==> config.mk <==
export PLATFORM = sky130hd
export DESIGN_NAME = sram_port_arbiter_flat
export DESIGN_NICKNAME = d
export VERILOG_FILES = /design/src/rtl/sram_port_arbiter_if.sv /design/src/rtl/sram_port_arbiter.sv /design/src/flat_wrapper.sv
export SDC_FILE = /design/constraint.sdc
export NUM_CORES = 1
export LEC_CHECK = 0
export CAP_MARGIN = 20
export CORE_MARGIN = 2
export CORE_UTILIZATION = 42
export CTS_CLUSTER_DIAMETER = 30
export DETAILED_ROUTE_END_ITERATION = 6
export PLACE_DENSITY = 0.82
export SKIP_LAST_GASP = 1
export SLEW_MARGIN = 20
export SYNTH_ARGS = -nofsm -noshare
export SYNTH_HDL_FRONTEND = slang
export SYNTH_SLANG_ARGS = --single-unit
==> constraint.sdc <==
create_clock -name hclk -period 2.2 [get_ports hclk]
set_input_delay 0.44 -clock hclk [delete_from_list [all_inputs] [get_ports hclk]]
set_output_delay 0.44 -clock hclk [all_outputs]
set_load 0.01 [all_outputs]
==> src/rtl/sram_port_arbiter_if.sv <==
// Port bundle between the SRAM port arbiter and its surroundings: the two requesters
// and the 8-macro SRAM array (2 banks x 4 byte lanes).
interface sram_port_arbiter_if;
  logic        req0, lock0, wr0;
  logic [13:0] addr0;
  logic [3:0]  be0;
  logic [31:0] wdata0;
  logic        gnt0, rvalid0;
  logic        req1, lock1, wr1;
  logic [13:0] addr1;
  logic [3:0]  be1;
  logic [31:0] wdata1;
  logic        gnt1, rvalid1;
  logic [31:0] rdata;
  logic        sram_w_en;
  logic [12:0] sram_addr_out;
  logic [31:0] sram_wdata;
  logic [3:0]  bank0_csn, bank1_csn;
  logic [63:0] sram_q;

  modport slave (
    input  req0, lock0, wr0, addr0, be0, wdata0,
    input  req1, lock1, wr1, addr1, be1, wdata1, sram_q,
    output gnt0, rvalid0, gnt1, rvalid1, rdata,
    output sram_w_en, sram_addr_out, sram_wdata, bank0_csn, bank1_csn
  );

  modport master (
    output req0, lock0, wr0, addr0, be0, wdata0,
    output req1, lock1, wr1, addr1, be1, wdata1, sram_q,
    input  gnt0, rvalid0, gnt1, rvalid1, rdata,
    input  sram_w_en, sram_addr_out, sram_wdata, bank0_csn, bank1_csn
  );
endinterface

==> src/rtl/sram_port_arbiter.sv <==
// Two-requester arbiter for the shared SRAM control port: round robin when idle,
// lockable ownership bounded by MAX_HOLD, registered command, fixed 2-cycle read return.
module sram_port_arbiter #(
  parameter int MAX_HOLD   = 16,
  parameter bit RESET_PRIO = 1'b0
) (
  input logic                hclk,
  input logic                hresetn,
  sram_port_arbiter_if.slave bus
);
  typedef enum logic [1:0] {IDLE, OWN0, OWN1} state_t;
  localparam logic [7:0] HOLD_LIM = 8'(MAX_HOLD);

  state_t           r_state, w_state_nxt;
  logic             r_last;
  logic [7:0]       r_hold, w_hold_nxt;
  logic [1:0]       w_req, w_lock, w_wr, w_gnt;
  logic [1:0][13:0] w_addr_v;
  logic [1:0][3:0]  w_be_v;
  logic [1:0][31:0] w_wdata_v;
  logic             w_own, w_locked, w_any, w_win;
  logic             w_sel_wr;
  logic [13:0]      w_sel_addr;
  logic [3:0]       w_sel_be;
  logic [31:0]      w_sel_wdata;

  logic [1:0][3:0]  r_csn;
  logic             r_w_en;
  logic [12:0]      r_addr;
  logic [31:0]      r_wdata;
  logic             r_rd_vld, r_rd_id, r_rd_bank;
  logic [1:0]       r_rvalid;
  logic [31:0]      r_rdata;

  assign w_req     = {bus.req1, bus.req0};
  assign w_lock    = {bus.lock1, bus.lock0};
  assign w_wr      = {bus.wr1, bus.wr0};
  assign w_addr_v  = {bus.addr1, bus.addr0};
  assign w_be_v    = {bus.be1, bus.be0};
  assign w_wdata_v = {bus.wdata1, bus.wdata0};

  always_comb begin
    w_own       = (r_state == OWN1);
    w_locked    = (r_state != IDLE);
    w_any       = 1'b0;
    w_win       = 1'b0;
    w_state_nxt = IDLE;
    w_hold_nxt  = 8'd0;
    // An owner that dropped its request falls through to normal arbitration.
    if (w_locked && w_req[w_own]) begin
      w_any = 1'b1;
      w_win = (r_hold >= HOLD_LIM && w_req[~w_own]) ? ~w_own : w_own;
    end else if (|w_req) begin
      w_any = 1'b1;
      w_win = (&w_req) ? ~r_last : w_req[1];
    end
    if (w_any && w_lock[w_win]) begin
      w_state_nxt = w_win ? OWN1 : OWN0;
      if (w_locked && (w_win == w_own))
        w_hold_nxt = (r_hold == 8'hFF) ? r_hold : r_hold + 8'd1;
      else
        w_hold_nxt = 8'd1;
    end
    w_gnt[0] = w_any && !w_win && hresetn;
    w_gnt[1] = w_any &&  w_win && hresetn;
  end

  assign w_sel_wr    = w_wr[w_win];
  assign w_sel_addr  = w_addr_v[w_win];
  assign w_sel_be    = w_be_v[w_win];
  assign w_sel_wdata = w_wdata_v[w_win];

  always_ff @(posedge hclk or negedge hresetn) begin
    if (!hresetn) begin
      r_state <= IDLE;
      r_last  <= ~RESET_PRIO;
      r_hold  <= 8'd0;
    end else begin
      r_state <= w_state_nxt;
      r_hold  <= w_hold_nxt;
      if (w_any) r_last <= w_win;
    end
  end

  // Command register: idle values every cycle unless an access was accepted.
  always_ff @(posedge hclk or negedge hresetn) begin
    if (!hresetn) begin
      r_csn     <= '1;
      r_w_en    <= 1'b1;
      r_addr    <= '0;
      r_wdata   <= '0;
      r_rd_vld  <= 1'b0;
      r_rd_id   <= 1'b0;
      r_rd_bank <= 1'b0;
      r_rvalid  <= '0;
      r_rdata   <= '0;
    end else begin
      r_csn     <= '1;
      r_w_en    <= 1'b1;
      r_rd_vld  <= w_any && !w_sel_wr;
      r_rd_id   <= w_win;
      r_rd_bank <= w_sel_addr[13];
      if (w_any) begin
        r_addr                  <= w_sel_addr[12:0];
        r_w_en                  <= ~w_sel_wr;
        r_csn[w_sel_addr[13]]   <= w_sel_wr ? ~w_sel_be : 4'h0;
        if (w_sel_wr) r_wdata   <= w_sel_wdata;
      end
      // SRAM answered on the falling edge of the command cycle; capture it now.
      r_rvalid <= '0;
      if (r_rd_vld) begin
        r_rvalid[r_rd_id] <= 1'b1;
        r_rdata           <= r_rd_bank ? bus.sram_q[63:32] : bus.sram_q[31:0];
      end
    end
  end

  assign bus.gnt0          = w_gnt[0];
  assign bus.gnt1          = w_gnt[1];
  assign bus.rvalid0       = r_rvalid[0];
  assign bus.rvalid1       = r_rvalid[1];
  assign bus.rdata         = r_rdata;
  assign bus.sram_w_en     = r_w_en;
  assign bus.sram_addr_out = r_addr;
  assign bus.sram_wdata    = r_wdata;
  assign bus.bank0_csn     = r_csn[0];
  assign bus.bank1_csn     = r_csn[1];
endmodule

==> src/flat_wrapper.sv <==
// flat-port wrapper written by rule: the top's interface ports become plain ports
module sram_port_arbiter_flat 
#(
  parameter int MAX_HOLD   = 16,
  parameter bit RESET_PRIO = 1'b0
)
  (hclk, hresetn, bus_req0, bus_lock0, bus_wr0, bus_addr0, bus_be0, bus_wdata0, bus_req1, bus_lock1, bus_wr1, bus_addr1, bus_be1, bus_wdata1, bus_sram_q, bus_gnt0, bus_rvalid0, bus_gnt1, bus_rvalid1, bus_rdata, bus_sram_w_en, bus_sram_addr_out, bus_sram_wdata, bus_bank0_csn, bus_bank1_csn);
  sram_port_arbiter_if bus_i ();
  input logic hclk;
  input logic hresetn;
  input wire logic [$bits(bus_i.req0)-1:0] bus_req0;
  input wire logic [$bits(bus_i.lock0)-1:0] bus_lock0;
  input wire logic [$bits(bus_i.wr0)-1:0] bus_wr0;
  input wire logic [$bits(bus_i.addr0)-1:0] bus_addr0;
  input wire logic [$bits(bus_i.be0)-1:0] bus_be0;
  input wire logic [$bits(bus_i.wdata0)-1:0] bus_wdata0;
  input wire logic [$bits(bus_i.req1)-1:0] bus_req1;
  input wire logic [$bits(bus_i.lock1)-1:0] bus_lock1;
  input wire logic [$bits(bus_i.wr1)-1:0] bus_wr1;
  input wire logic [$bits(bus_i.addr1)-1:0] bus_addr1;
  input wire logic [$bits(bus_i.be1)-1:0] bus_be1;
  input wire logic [$bits(bus_i.wdata1)-1:0] bus_wdata1;
  input wire logic [$bits(bus_i.sram_q)-1:0] bus_sram_q;
  output wire logic [$bits(bus_i.gnt0)-1:0] bus_gnt0;
  output wire logic [$bits(bus_i.rvalid0)-1:0] bus_rvalid0;
  output wire logic [$bits(bus_i.gnt1)-1:0] bus_gnt1;
  output wire logic [$bits(bus_i.rvalid1)-1:0] bus_rvalid1;
  output wire logic [$bits(bus_i.rdata)-1:0] bus_rdata;
  output wire logic [$bits(bus_i.sram_w_en)-1:0] bus_sram_w_en;
  output wire logic [$bits(bus_i.sram_addr_out)-1:0] bus_sram_addr_out;
  output wire logic [$bits(bus_i.sram_wdata)-1:0] bus_sram_wdata;
  output wire logic [$bits(bus_i.bank0_csn)-1:0] bus_bank0_csn;
  output wire logic [$bits(bus_i.bank1_csn)-1:0] bus_bank1_csn;
  assign bus_i.req0 = bus_req0;
  assign bus_i.lock0 = bus_lock0;
  assign bus_i.wr0 = bus_wr0;
  assign bus_i.addr0 = bus_addr0;
  assign bus_i.be0 = bus_be0;
  assign bus_i.wdata0 = bus_wdata0;
  assign bus_i.req1 = bus_req1;
  assign bus_i.lock1 = bus_lock1;
  assign bus_i.wr1 = bus_wr1;
  assign bus_i.addr1 = bus_addr1;
  assign bus_i.be1 = bus_be1;
  assign bus_i.wdata1 = bus_wdata1;
  assign bus_i.sram_q = bus_sram_q;
  assign bus_gnt0 = bus_i.gnt0;
  assign bus_rvalid0 = bus_i.rvalid0;
  assign bus_gnt1 = bus_i.gnt1;
  assign bus_rvalid1 = bus_i.rvalid1;
  assign bus_rdata = bus_i.rdata;
  assign bus_sram_w_en = bus_i.sram_w_en;
  assign bus_sram_addr_out = bus_i.sram_addr_out;
  assign bus_sram_wdata = bus_i.sram_wdata;
  assign bus_bank0_csn = bus_i.bank0_csn;
  assign bus_bank1_csn = bus_i.bank1_csn;
  sram_port_arbiter #(.MAX_HOLD(MAX_HOLD), .RESET_PRIO(RESET_PRIO)) u_core (.hclk(hclk), .hresetn(hresetn), .bus(bus_i));
endmodule
# After elaboration in Yosys (flattened, before gate mapping)
# Index checks and enable logic that the tools add are counted.
# op_classes
bitwise_logic,6
n_lt_le_gt_ge,8
muxes,34
div_mod_pow,0
multipliers,0
reduce_logical,17
shifts,0
n_eq_ne,4
add_sub_neg,1
# ops
op,n
$mux 32,3
$mux 8,4
$mux 14,2
$mux 1,16
$mux 4,4
$logic_and 1x1->1,11
$lt 1x2->1 const B,5
$add 8x1->8 const B,1
$eq 8x8->1 const B,1
$ge 8x5->1 const B,1
$not 8->8,1
$or 8x8->8,1
$mux 2,3
$demux 4 s1,1
$not 4->4,1
$reduce_and 2->1,2
$ne 3x3->1 const B,1
$not 1->1,3
$eq 2x2->1 const B,1
$ge 1x1->1 const B,2
$logic_not 1->1,2
$reduce_bool 2->1,1
$reduce_or 2->1,1
$demux 1 s1,1
$eq 1x1->1,1
# totals
in_bits,172
wordCells,83
register_bits,102
latchBits,0
mem_bits_ro,0
mem_bits_rw,0
memories,0
output_inout_bits,90

# Depth between registers and ports, before layout
# Gate-level depths: netlist of run 1.
# logic_depth
word_depth,16
ltp_mapped,7
depth_no_buf,5

# Least setup slack after synthesis of run 1
# No wires, ideal clock.
# synth_path
path_type,reg-to-output
from,reg u_core.r_last
to,out bus_gnt0
n_path_buf,1
slack_ns,0.080
path_stages_with_launch,6
t_arrival_ns,1.680
t_required_ns,1.760
cell_sequence,dfstp_2 -> nor2b_1 -> o211ai_1 -> nand2_1 -> buf_2 -> and3_1
# synth_via
elab_chain_cells,7
# synth_rtl
element,line,rtl
start: declaration,sram_port_arbiter.sv:15,logic r_last;
start signal: assignment,sram_port_arbiter.sv:76,r_last <= ~RESET_PRIO;
start signal: assignment,sram_port_arbiter.sv:81,if (w_any) r_last <= w_win;
$not 1->1,sram_port_arbiter.sv:55,w_win = (&w_req) ? ~r_last : w_req[1];
$mux 1,sram_port_arbiter.sv:55,
$mux 1,sram_port_arbiter.sv:53,end else if (|w_req) begin
$mux 1,sram_port_arbiter.sv:50,if (w_locked && w_req[w_own]) begin
$logic_not 1->1,sram_port_arbiter.sv:64,w_gnt[0] = w_any && !w_win && hresetn;
$logic_and 1x1->1 (2 in a row),sram_port_arbiter.sv:64,
end: declaration,flat_wrapper.sv:24,output wire logic [$bits(bus_i.gnt0)-1:0] bus_gnt0;
# No other way between the ends.

# Worst setup path in the final report of run 1
# layout_path
from,reg u_core.r_hold[5]
to,out bus_gnt1
# layout_via
elab_chain_cells,6
# layout_rtl
element,line,rtl
start: declaration,sram_port_arbiter.sv:16,"logic [7:0] r_hold, w_hold_nxt;"
start signal: assignment,sram_port_arbiter.sv:80,r_hold <= w_hold_nxt;
$ge 8x5->1,sram_port_arbiter.sv:52,w_win = (r_hold >= HOLD_LIM && w_req[~w_own]) ? ~w_own : w_own;
$logic_and 1x1->1,sram_port_arbiter.sv:52,
$mux 1,sram_port_arbiter.sv:52,
$mux 1,sram_port_arbiter.sv:50,
$logic_and 1x1->1 (2 in a row),sram_port_arbiter.sv:65,w_gnt[1] = w_any && w_win && hresetn;
end: declaration,flat_wrapper.sv:26,output wire logic [$bits(bus_i.gnt1)-1:0] bus_gnt1;
# No other way between the ends.

==> results.md, run 1 <==
- Max-cap viol count: 0
- Vias: approximately 5600
- Share of layout cells above drive strength 1: 0.202
- Syn-to-layout area delta: 64.5%
- 1st-iter DRT viols: 510
- Max stage delay cell, worst path: dfrtp_1
- Mean Syn Cell Area: 10.4 um2
- DR WL/cell: slightly below 20 um
- Final Setup Violations: 2
- Diode count: 0
- ANT nets after route: 0
- Largest net degree at the start of global routing: 73
- Delay-heaviest family, CP: simple AND/OR/NAND/NOR gates
- Worst-case clock skew: between 0.007 and 0.008 ns
- Post-synthesis sequential area ratio: 0.465
- I/O Buffers: 261
- Ys async rst share: 1.00
- Yosys top cell area share: 0.418
- Pre-Repair DR Iteration Count: 5
- Chip Height: ~120 um
- Peak VDD IR: between 0.3 and 0.4 mV
- Syn Nets: 703
- Global-route wire length before repair: 29300 um
- Core area: around 13000 um2
- Final period util: 1.03
- Die footprint: ~14000 um2
- FF+latch count, synth: around 100
- WP buf/inv: 2
- Dpl ws: -0.524 ns
- DP Area: about 8500 um2
- Boundary Pins: 262
- FF+latch area: roughly 2600 um2
- Synth area leaders: dfrtp_1 42%, a211oi_2 6.8%, mux2i_1 6.2%
- Worst skew pair latency: between 0.3 and 0.4 ns
- Worst Hold Class: in -> async
- # nets final: around 970
- Critical path capture point type: output port
- Startpoint types: flip-flop
- Worst slew margin relative to its limit: 0.378
- Number of cells on the worst reg-to-reg path: 6
- CP Class: reg -> out
- Clock sinks: approximately 100
- CP peak stage delay: between 0.4 and 0.5 ns
- CTS tree: yes
- Crit path time final: about 2.3 ns
- Least-Margin Pin Slew: around 0.93 ns
- Root Buffer: clkbuf_16
- Cts bufs inserted: 9
- Non-filler instance count after layout: just under 1000
- Most common cell in the netlist: dfrtp_1
- Final hold slack: roughly 0.15 ns
- Status: complete, but fails checks
- Initial Utilization: 0.433
- Die width: 119 um
- Final WS setup: -0.0660 ns
- Critical Path RT: 1.76 ns
- Failing checks: negative setup slack
- Clock-pin slew on the worst setup and hold paths: 0.07 ns
- Fill cells: roughly 900
- Routed Wire Length: 19300 um
- Post-route cell area: 9070 um2
- Ys flop type: dfrtp_1
- Unique cell type count in the Yosys netlist: 46
- EDFF count, synth: 0
- Vias per cell: 5.69
- Pwr Total: between 6 and 7 mW
- Unrepaired setup endpoints after global routing: true
- Post-synth top cells: 92 x dfrtp_1, 50 x a21oi_1, 40 x nor3_1
- Deepest clock path buffer count: 2
- Area of the multi-input gates: roughly 2700 um2
- Number of cells on the critical path: 5
- PD cells: just under 700 nW/um2
- Syn Inst Count: between 500 and 600
- Crit-path max FO: 3
- CP arrival: roughly 1.8 ns
- GRT Overall Usage: 0.259
- Fmax: ~0.44 GHz
- Placed wire-length estimate: roughly 13000 um
- Final hold viol count: 0
- Max Slew Vio Count: 0
- H-tree levels: 3
- Critical path, cell by cell: nor4_4 -> o211ai_1 -> buf_4 -> and3_4 -> buf_6
- GRT Residual Overflow: 0
- Num rows: 41
- Leakage: 3.60 nW
- Drc violations: 0
- Final GP Congestion: 0.861
- Synth area leader: dfrtp_1
- Yosys warns: 0
- Syn Std Cell Area: 5510 um2
- Vias in the first global route: about 5600
- Antenna violations before repair: 0
- Placed insts: around 950
==> logic make-up (layout without fill, tap and decap cells) <==
family,Yosys count,count (layout),synth area share
simple gates,164,164,0.158
mux,34,34,0.0617
flops,102,102,0.465
fa+ha+maj,2,2,0.00454
buf+inv,59,335,0.0513
compound gates,165,165,0.255
xor+xnor,3,3,0.00477
==> layout make-up <==
class,count,share of cell area
Multi-Input combinational cell,368,0.300
Clock buffer,11,0.0268
Inverter,11,0.00455
Tap cell,172,0.0237
Sequential cell,102,0.283
Timing Repair Buffer,308,0.350
Clock inverter,5,0.0117
==> registers in the layout, summed over array words and instances (netlist names), 2 cells and up <==
| register | count |
|---|---|
| u_core.bus.bank1_csn | 4 |
| u_core.bus.bank0_csn | 4 |
| u_core.bus.sram_addr_out | 13 |
| u_core.bus.rdata | 32 |
| u_core.r_state | 2 |
| u_core.r_rvalid | 2 |
| u_core.bus.sram_wdata | 32 |
| u_core.r_hold | 8 |
==> power breakdown <==
part	total, mW	switching (mW)	internal, mW
registers	2.37	0.196	2.17
logic	1.96	0.820	1.14
clock network	1.86	0.717	1.15
==> cells in the final DEF, fill, tap and decap left out, types with 13 or more instances in the layout <==
master           count
buf_4               32
nor2_1              37
mux2i_1             34
a21oi_1             48
o221a_2             13
a211o_1             13
and2_1              14
nor3_1              40
a21oi_2             30
clkdlybuf4s50_1    257
nor4_1              33
clkbuf_16           13
dfrtp_1             90
a211oi_2            30
==> layer usage <==
metal  routed length (um)  part of all wire  global-route usage  vias to the layer above
met5                    0                 0                   0                        -
met4                  339             0.018              0.0796                        0
met3                 1270             0.066              0.0560                       27
met2                10100              0.52               0.464                      261
met1                 7620              0.39               0.309                     2724
li1                     -                 -                   -                     2544
==> path summary, 6_finish.rpt <==
path / to / start / slack, ns
max: bus_gnt1 / u_core.r_hold[5]$_DFFE_PN0P_ / -0.07
min: u_core.r_state[1]$_DFF_PN0_ / hresetn / 0.15
max reg2reg: u_core.bus.sram_wdata[15]$_DFFE_PN0P_ / u_core.r_hold[6]$_DFFE_PN0P_ / 0.06
min reg2reg: u_core.r_rvalid[0]$_DFF_PN0_ / u_core.r_rd_id$_DFF_PN0_ / 0.43
max in group asynchronous: u_core.bus.rdata[7]$_DFFE_PN0P_ / hresetn / 1.21
min in group hclk: u_core.r_rvalid[0]$_DFF_PN0_ / u_core.r_rd_id$_DFF_PN0_ / 0.43
==> what timing repair did <==
item,4_1_cts,5_1_grt
gates resized for setup,14,7
buffers inserted,3,8
hold buffers,0,0
pin swaps,3,8
cloned,0,4
setup endpoints to repair,3,17
==> per-stage QoR <==
step	setup TNS, ns	utilization
floorplan	0	-
global placement	-2.23	0.666
detailed placement	-3.19	0.666
CTS	-0.145	0.697
global route	-0.239	0.713
finish	-0.0910	0.713
No activity file was read; power rests on OpenSTA's default activity.
==> inputs of run 2 (changes only) <==
--- a/config.mk
+++ b/config.mk
@@ -7,10 +7,11 @@
 export LEC_CHECK = 0
 export CAP_MARGIN = 20
 export CORE_MARGIN = 2
-export CORE_UTILIZATION = 42
+export CORE_UTILIZATION = 25
 export CTS_CLUSTER_DIAMETER = 30
+export CTS_CLUSTER_SIZE = 8
 export DETAILED_ROUTE_END_ITERATION = 6
-export PLACE_DENSITY = 0.82
+export SETUP_SLACK_MARGIN = 0.1
 export SKIP_LAST_GASP = 1
 export SLEW_MARGIN = 20
 export SYNTH_ARGS = -nofsm -noshare
==> run 2 against run 1 <==
The run still ends with negative setup slack left. Highest routed layer is now met5. Final area rose by 5.7%. Total power is 1.3% lower. Sequential share of layout area shrank 1.5 points. Clock power shrank 10%. Setup slack better by 0.061 ns. Wire length is 5.9% higher. Fmax grew 2.8%. Combinational power increased by 4%. Sequential power barely moved. Utilization is 27 points lower.
==> results.md, run 2 (same netlist as run 1, synthesis figures left out) <==
- Status: complete, but fails checks (unchanged)
- Failing checks: negative setup slack (unchanged)
- Routed Wire Length: 20400 um (was 19300 um)
- Final Setup Violations: 1 (was 2)
- CTS tree: yes (unchanged)
- Fill cells: 2089 (was 899)
- Pwr Total: 6.11 mW (was 6.19 mW)
- Fmax: 0.454 GHz (was 0.441 GHz)
- Number of cells on the worst reg-to-reg path: 7 (was 6)
- Commonest non-fill, non-tap cell in the layout: clkdlybuf4s50_1 (unchanged)
- Final WS setup: -0.00481 ns (was -0.0660 ns)
- Dpl ws: -0.504 ns (was -0.524 ns)
- # nets final: 992 (was 974)
- Cts bufs inserted: 9 (unchanged)
- Final GP Congestion: 0.769 (was 0.861)
- Worst skew pair latency: 0.35 ns (about the same)
- ANT nets after route: 0 (unchanged)
- Fin util: 0.440 (was 0.713)
- Clock-pin slew on the worst setup and hold paths: 0.07 ns (about the same)
- Comb power frac: 0.333 (was 0.317)
- Hold wc startpoint: u_core.r_rd_id$_DFF_PN0_
- 1st-iter DRT viols: 292 (was 510)
- Placed wire-length estimate: 14400 um (was 13400 um)
- Core area: 21800 um2 (was 12700 um2)
- R2r setup slk: 0.06 ns (about the same)
- H-tree levels: 3 (unchanged)
- GRT Residual Overflow: 0 (unchanged)
- Clock sinks: 102 (unchanged)
- I/O Buffers: 261 (unchanged)
- Unrepaired setup endpoints after global routing: true (unchanged)
- Psw: 1.83 mW (was 1.73 mW)
- Crit path time final: 2.20 ns (was 2.27 ns)
- Num rows: 54 (was 41)
- Critical path capture point type: output port (unchanged)
- Least-Margin Pin Slew: 0.570 ns (was 0.933 ns)
- Initial Utilization: 0.253 (was 0.433)
- CP Class: reg -> out (unchanged)
- Reg-to-reg endpoint: u_core.bus.sram_wdata[15]$_DFFE_PN0P_ (unchanged)
- DP Area: 8770 um2 (was 8480 um2)
- Worst slew margin relative to its limit: 0.620 (was 0.378)
- Hold EP: u_core.r_rvalid[0]$_DFF_PN0_
- DR WL/cell: 18.5 um (was 19.7 um)
- GRT Overall Usage: 0.168 (was 0.259)
- Die width: 152 um (was 119 um)
- Final period util: 1.00 (was 1.03)
- Sw frac: 0.300 (was 0.280)
- Max Slew Vio Count: 0 (unchanged)
- Startpoint types: flip-flop (unchanged)
- Vias per cell: 4.84 (was 5.69)
- Antenna violations before repair: 2 (was 0)
- Peak VDD IR: 0.296 mV (was 0.341 mV)
- Worst Hold Class: reg -> reg (was in -> async)
- Diode count: 0 (unchanged)
- Post-route cell area: 9580 um2 (was 9070 um2)
- Most frequent cells in the layout: 257 x clkdlybuf4s50_1, 90 x dfrtp_1, 47 x a21oi_1, 40 x nor3_1, 37 x nor2_1 (was 257 x clkdlybuf4s50_1, 90 x dfrtp_1, 48 x a21oi_1, 40 x nor3_1, 37 x nor2_1)
- Deepest clock path buffer count: 2 (unchanged)
- Vias: 5337 (was 5556)
- Reg2reg start: u_core.r_hold[7]$_DFFE_PN0P_ (was u_core.r_hold[6]$_DFFE_PN0P_)
- Share of layout cells above drive strength 1: 0.226 (was 0.202)
- Reg power frac: 0.394 (was 0.383)
- Chip Height: 152 um (was 119 um)
- Max-cap viol count: 0 (unchanged)
- Largest net degree at the start of global routing: 100 (was 73)
- Boundary Pins: 262 (unchanged)
- CP arrival: 1.76 ns (was 1.83 ns)
- Syn-to-layout area delta: 73.8% (was 64.5%)
- Worst-case clock skew: 0.0140 ns (was 0.00792 ns)
- Clock group share of total power: 0.274 (was 0.301)
- Root Buffer: clkbuf_16 (unchanged)
- Pre-Repair DR Iteration Count: 4 (was 5)
- Final hold viol count: 0 (unchanged)
- Drc violations: 0 (unchanged)
- Hold path cells: 1
- Crit-path max FO: 5 (was 3)
- Int Pwr: 4.28 mW (was 4.46 mW)
- Critical Path RT: 1.76 ns (about the same)
- Vias in the first global route: 5364 (was 5648)
- Die footprint: 23300 um2 (was 14100 um2)
- TNS Setup: -0.00481 ns (was -0.0910 ns)
- Leakage: 3.75 nW (was 3.60 nW)
- PD cells: 638 nW/um2 (was 683 nW/um2)
- Global-route wire length before repair: 30900 um (was 29300 um)
[run 2: changes by cell type in the layout (fill, tap and decap cells not counted), sizes merged]
cell	before	now
buf	46	64
bufinv	3	1
clkinv	2	4
clkbuf	15	12
dlygate4sd3	0	1
inv	10	13
clkinvlp	1	0
[run 2: what timing repair did]
action                                  4_1_cts  5_1_grt
hold endpoints to repair                      2        0
gates cloned                                  2        6
resized for setup                            24       39
setup buffers                                 7        4
pin swaps                                     8       55
endpoints found under the setup margin       34       35
hold buffers                                  1        0
[run 2: worst max-delay path by stage]
stage,start,endpoint,cells after the start
3_5_place_dp,bus_req0,bus_gnt0,6
5_1_grt,u_core.r_hold[4]$_DFFE_PN0P_,bus_gnt1,5
3_3_place_gp,bus_req0,bus_gnt0,6
2_1_floorplan,u_core.r_hold[4]$_DFFE_PN0P_,bus_gnt0,6
4_1_cts,u_core.r_last$_DFFE_PN1N_,bus_gnt1,5
6_report,u_core.r_hold[4]$_DFFE_PN0P_,bus_gnt1,5
[run 2: metal layers]
layer | routed length [um] | track usage
met3 | 1650 | 0.0586
met1 | 8900 | 0.217
met2 | 9570 | 0.273
met5 | 13 | 0
met4 | 279 | 0.0357
[run 2: through the flow]
step,hold slack (ns),cells
2_1_floorplan,0.144,529
3_3_place_gp,0.268,1069
3_5_place_dp,0.269,1069
4_1_cts,0.419,1095
5_1_grt,0.453,1103
6_report,0.415,1103
[run 2: final cells by class]
cell class	instances	area, um2	share of cell area
Clock buffer	9	225	0.0235
Clock inverter	7	80.1	0.00836
Inverter	11	41.3	0.00431
Multi-Input combinational cell	368	2920	0.304
Sequential cell	102	2570	0.268
Tap cell	280	350	0.0366
Timing Repair Buffer	326	3400	0.355
[run 2: power groups by stage]
stage | clock network (mW) | registers [mW] | logic (mW)
after floorplan | 0 | 2.50 | 0.672
after global placement | 0 | 2.40 | 1.95
after detailed placement | 0 | 2.41 | 1.96
after CTS | 1.74 | 2.38 | 2.00
after global routing | 1.82 | 2.45 | 2.18
final | 1.67 | 2.40 | 2.03
[run 2: critical path: stages (launching register included)]
cell	delay, ns
dfrtp_1	0.42
nor4_4	0.34
o211ai_1	0.18
buf_4	0.19
and3_4	0.17
buf_6	0.12
